### config.mk
export PLATFORM = sky130hd
export DESIGN_NAME = rr_handshake_arbiter
export DESIGN_NICKNAME = d
export VERILOG_FILES = /design/src/rtl/rr_handshake_arbiter.sv
export SDC_FILE = /design/constraint.sdc
export NUM_CORES = 1
export LEC_CHECK = 0
export CORE_MARGIN = 8
export CORE_UTILIZATION = 51
export DETAILED_ROUTE_END_ITERATION = 6
export GPL_ROUTABILITY_DRIVEN = 0
export PLACE_DENSITY = 0.86
export SETUP_SLACK_MARGIN = 0.2
export SLEW_MARGIN = 15
export SYNTH_ARGS = -nofsm -noshare
export SYNTH_HDL_FRONTEND = slang
export SYNTH_SLANG_ARGS = --single-unit
### constraint.sdc
create_clock -name clk -period 5.6 [get_ports clk]
set_input_delay 1.12 -clock clk [delete_from_list [all_inputs] [get_ports clk]]
set_output_delay 1.12 -clock clk [all_outputs]
set_load 0.01 [all_outputs]
### src/rtl/rr_handshake_arbiter.sv
// rr_handshake_arbiter
//   Shares one registered valid/ready output stage between NUM_SRC requesters.
//   Sources are granted round-robin, one burst at a time (src_last closes a
//   burst). Accepted beats go through a 2-entry ping-pong buffer tagged with
//   the source index, so the downstream sees one ordered stream.
//
// Ports
//   clk, s_rst            clock, synchronous active-high reset
//   src_valid/_data/_last per-source beat (source i data at [i*WIDTH +: WIDTH])
//   src_ready             per-source accept, at most one bit high
//   dst_valid/_data/_last output beat, fully registered
//   dst_id                source index of the output beat
//   dst_ready             downstream accept
//   busy                  burst locked or buffer non-empty
//
// FSM states
//   state | meaning
//   ARB   | no burst in progress; grant the round-robin winner
//   LOCK  | mid-burst; only lock_id may be granted until its last beat
module rr_handshake_arbiter #(
  parameter int WIDTH   = 8,
  parameter int NUM_SRC = 4,
  localparam int IDW    = ($clog2(NUM_SRC) > 1) ? $clog2(NUM_SRC) : 1
) (
  input  logic                     clk,
  input  logic                     s_rst,
  input  logic [NUM_SRC-1:0]       src_valid,
  input  logic [NUM_SRC*WIDTH-1:0] src_data,
  input  logic [NUM_SRC-1:0]       src_last,
  output logic [NUM_SRC-1:0]       src_ready,
  output logic                     dst_valid,
  output logic [WIDTH-1:0]         dst_data,
  output logic                     dst_last,
  output logic [IDW-1:0]           dst_id,
  input  logic                     dst_ready,
  output logic                     busy
);

  typedef enum logic {ARB = 1'b0, LOCK = 1'b1} state_t;

  state_t           state_q, state_d;
  logic [IDW-1:0]   lock_id_q, lock_id_d;
  logic [IDW-1:0]   rr_ptr_q, rr_ptr_d;
  logic [1:0]       full_q, full_d;
  logic             wr_ptr_q, rd_ptr_q;
  logic [WIDTH-1:0] buf_data_q [2];
  logic [1:0]       buf_last_q;
  logic [IDW-1:0]   buf_id_q [2];

  logic             space;
  logic             win_found;
  logic [IDW-1:0]   win_id;
  logic             grant_vld;
  logic [IDW-1:0]   grant_id;
  logic             accept;
  logic             acc_last;
  logic [WIDTH-1:0] acc_data;
  logic             pop;
  int               idx;

  // Round-robin search starting at rr_ptr; NUM_SRC need not be a power of 2,
  // so the wrap is an explicit compare rather than pointer overflow.
  always_comb begin : winner
    win_found = 1'b0;
    win_id    = '0;
    idx       = 0;
    for (int k = 0; k < NUM_SRC; k++) begin
      idx = int'(rr_ptr_q) + k;
      if (idx >= NUM_SRC) idx = idx - NUM_SRC;
      for (int i = 0; i < NUM_SRC; i++) begin
        if (!win_found && (i == idx) && src_valid[i]) begin
          win_found = 1'b1;
          win_id    = IDW'(i);
        end
      end
    end
  end

  // src_ready looks only at registered state and src_valid: a pop in the same
  // cycle never frees space for a push when both entries are full.
  always_comb begin : grant
    space     = ~(full_q[0] & full_q[1]);
    grant_vld = (state_q == LOCK) | win_found;
    grant_id  = (state_q == LOCK) ? lock_id_q : win_id;
    src_ready = '0;
    accept    = 1'b0;
    acc_last  = 1'b0;
    acc_data  = '0;
    for (int i = 0; i < NUM_SRC; i++) begin
      if (grant_vld && (grant_id == IDW'(i)) && space && !s_rst) src_ready[i] = 1'b1;
      if (src_ready[i]) begin
        accept   = src_valid[i];
        acc_last = src_last[i];
        acc_data = src_data[i*WIDTH +: WIDTH];
      end
    end
    pop = full_q[rd_ptr_q] & dst_ready;
  end

  always_comb begin : next_state
    state_d   = state_q;
    lock_id_d = lock_id_q;
    rr_ptr_d  = rr_ptr_q;
    full_d    = full_q;
    if (pop) full_d[rd_ptr_q] = 1'b0;
    if (accept) begin
      full_d[wr_ptr_q] = 1'b1;
      if (acc_last) begin
        state_d  = ARB;
        rr_ptr_d = (int'(grant_id) == NUM_SRC - 1) ? '0 : grant_id + IDW'(1);
      end else if (state_q == ARB) begin
        state_d   = LOCK;
        lock_id_d = grant_id;
      end
    end
  end

  always_ff @(posedge clk) begin
    if (s_rst) begin
      state_q       <= ARB;
      lock_id_q     <= '0;
      rr_ptr_q      <= '0;
      full_q        <= '0;
      wr_ptr_q      <= 1'b0;
      rd_ptr_q      <= 1'b0;
      buf_data_q[0] <= '0;
      buf_data_q[1] <= '0;
      buf_last_q    <= '0;
      buf_id_q[0]   <= '0;
      buf_id_q[1]   <= '0;
    end else begin
      state_q   <= state_d;
      lock_id_q <= lock_id_d;
      rr_ptr_q  <= rr_ptr_d;
      full_q    <= full_d;
      if (accept) begin
        buf_data_q[wr_ptr_q] <= acc_data;
        buf_last_q[wr_ptr_q] <= acc_last;
        buf_id_q[wr_ptr_q]   <= grant_id;
        wr_ptr_q             <= ~wr_ptr_q;
      end
      if (pop) rd_ptr_q <= ~rd_ptr_q;
    end
  end

  assign dst_valid = full_q[rd_ptr_q];
  assign dst_data  = buf_data_q[rd_ptr_q];
  assign dst_last  = buf_last_q[rd_ptr_q];
  assign dst_id    = buf_id_q[rd_ptr_q];
  assign busy      = (state_q == LOCK) | full_q[0] | full_q[1];

endmodule

==> impl_results.md <==
- Status: finished, final reports clean
- Pwr Density: 452.0 nW/um2
- Max-cap violations: 0
- Via density: 5.589
- Crit-path max FO: 10
- Min-delay src: buf_last_q[0]$_SDFFE_PP0P_
- Worst path slowest cell: clkdlybuf4s50_1
- Netlist cell types: 38
- Final Hold Viols: 0
- Worst r2r dst: buf_data_q[0][6]$_SDFFCE_PN0P_
- Async set or reset register ratio after synthesis: 0
- Vias: 1727
- DRT Pass-1 Iters: 4
- Hold_ws: 0.4750 ns
- Syn Inst Count: about 200
- Share of cells above drive strength 1: 0.1226
- Main area contributors after synthesis: edfxtp_1 30%, dfxtp_1 12%, mux2_2 8.0%
- DRT antenna net count: 0
- I/O Pins: 60
- Share of the synthesized area in the top cell type: 0.3042
- Min Tclk post-route: just under 5 ns
- Post-Syn Area: 1974 um2
- Most Frequent Cell on Critical Path: clkdlybuf4s50_1
- CTS max path bufs: 2
- RSZ-0062 raised after global routing: no
- Mean routed wirelength per cell: 15.72 um
- Post-synth EDFFs: 20
- Final instance area: 2716 um2
- GRT Util Overall: 0.1644
- Worst r2r path cells: 8
- Worst clock skew: 0.002607 ns
- Seq/Total Area, Yosys: 0.4259
- Clock Tree Root: clkbuf_8
- Largest net degree at the start of global routing: 19
- CP delay by family, top: buffers and inverters
- Max Slew Vio Count: 0
- Bufs and invs on worst path: 2
- Endpoint class of the critical path: primary output
- CTS H-tree lvls: 2
- Register Area: 840.8 um2
- Placed Area: 2605 um2
- CTS tree: built
- First-pass GRT wire length: 8148 um
- Startpoint types: input port
- TritonCTS Sinks: 32
- Hold depth: 2
- Max Fclk: ~0.20 GHz
- Leak: just over 1 nW
- Die area: just over 6000 um2
- Clk pin slew, worst setup/hold paths: about 0.07 ns
- Critical path arrival: 3.85 ns
- # hold bufs at CTS: 0
- Initial antenna violation count: 0
- Slew margin rel.: 0.5384
- Post-synth net total: 249
- Rows: 22
- Synth area leader: edfxtp_1
- Maximum vdd drop: between 200 and 300 uV
- Grt ovf: 0
- Post-CTS resize count: 0
- Fin crit share: 0.8882
- R2R Setup Slk: 2.01 ns
- WP data required: 4.48 ns
- Worst-path cell chain: clkdlybuf4s50_1 -> a21oi_1 -> or3b_2 -> a41oi_1 -> ha_1 -> and2_1 -> clkdlybuf4s50_1
- CP max stage delay: 0.61 ns
- Detailed placer's ending HPWL: around 3600 um
- Vias in the first global route: approximately 1700
- Postcts setup bufs: 0
- Kind of critical path: input port to primary output
- # nets final: 307
- Area growth syn-to-layout: 37.58%
- Pin slew with the least headroom to its limit: 0.6924 ns
- Port bufs: between 50 and 60
- Footprint of the multi-input gates: ~1000 um2
- Mean Syn Cell Area: slightly below 10 um2
- DR DRC count: 0
- Diode count: 0
- Setup violators final: 0
- Setup TNS: 0 ns
- Dominant synthesized flop cell: edfxtp_1
- Placeable Area: around 3700 um2
- Count leader, synth: nor2_1
- Initial Utilization: 0.5353
- Synth Register Bits: 32
- Fillers: 267
- Number of buffers created by CTS: 5
- Latest clock arrival within the worst-skew pair: 0.29 ns
- Post-Route WL: about 4900 um
- Synth warn: 0
- Die X: 78.22 um
- Die height: 78.22 um
- Worst R2R Start: rr_ptr_q[1]$_SDFFE_PP0P_
- Synth top cells by count: 22 x nor2_1, 20 x edfxtp_1, 14 x mux2_2, 13 x and2_1
- DRT iter0 DRCs: 112
- Worst Hold Path EP: buf_last_q[0]$_SDFFE_PP0P_
- Worst hold path type: flop to flop
## power by group
| part | internal, W | switching, W | total (W) | leakage [nW] |
|---|---|---|---|---|
| Clock | 0.000132 | 0.0000911 | 0.000223 | 0.0541 |
| Sequential | 0.000320 | 0.0000400 | 0.000360 | 0.307 |
| Combinational | 0.000320 | 0.000326 | 0.000645 | 0.679 |
## worst register-to-register path, delay by kind of cell, from the launching register on
kind                     cells  cell delay, ns
adder cells (fa/ha/maj)      1            0.42
flip-flops                   1            0.41
AO/OA/AOI/OAI                4            1.02
AND/OR/NAND/NOR              3            1.39
## kinds of logic after synthesis
kind of cell,synth area share
multiplexers,0.1052
buffers and inverters,0.04816
AO/OA/AOI/OAI,0.1553
adder cells (fa/ha/maj),0.02535
AND/OR/NAND/NOR,0.2402
flip-flops,0.4259
## through the flow
| step | power (W) | std cells | setup slack [ns] | utilization |
|---|---|---|---|---|
| 2_1_floorplan | 0.0007804 | 202 | 1.587 | - |
| 4_1_cts | 0.001234 | 309 | 0.6347 | 0.7364 |
| 3_3_place_gp | 0.0009936 | 301 | 0.7333 | 0.7062 |
| 5_1_grt | 0.001317 | 309 | 0.4240 | 0.7364 |
| 6_report | 0.001228 | 309 | 0.6263 | 0.7364 |
| 3_5_place_dp | 0.001005 | 301 | 0.6337 | 0.7062 |
## cell type report
cell class / count / share of cell area
clock buffer: 5 / 0.02533
clock inverter: 3 / 0.01566
inverter: 12 / 0.01658
multi-input combinational: 146 / 0.3823
sequential: 32 / 0.3095
tap: 48 / 0.02211
timing repair buffer: 63 / 0.2285
## sequential cells by signal, summed over array words and instances (netlist names), named ones only
register    count
state_q         1
rd_ptr_q        1
buf_data_q     16
full_q          2
wr_ptr_q        1
buf_last_q      2
buf_id_q        4
lock_id_q       2
rr_ptr_q        2
## per-layer routing
layer / up-vias / wire, um / GRT usage
li1: 848 / - / -
met1: 823 / 2080 / 0.1898
met2: 45 / 2431 / 0.2792
met3: 11 / 230 / 0.04442
met4: 0 / 114 / 0.07037
met5: - / 0 / 0
## placed cells by master, fill, tap and decap left out, types with 11 or more instances in the layout
cell / count
clkdlybuf4s50_1: 59
nor2_1: 22
edfxtp_1: 20
mux2_2: 14
and2_1: 13
inv_1: 12
nand3b_1: 12
dfxtp_1: 12
a21oi_1: 11
## worst max-delay path by stage
stage,end,start,cells past startpoint,slack (ns)
after floorplan,src_ready[1],src_valid[0],7,1.59
after global placement,src_ready[1],src_valid[1],7,0.73
after detailed placement,src_ready[0],src_valid[1],8,0.63
after CTS,src_ready[1],src_valid[1],7,0.63
after global routing,src_ready[1],src_valid[1],7,0.42
final,src_ready[1],src_valid[1],7,0.63
No activity file was read; power rests on OpenSTA's default activity.
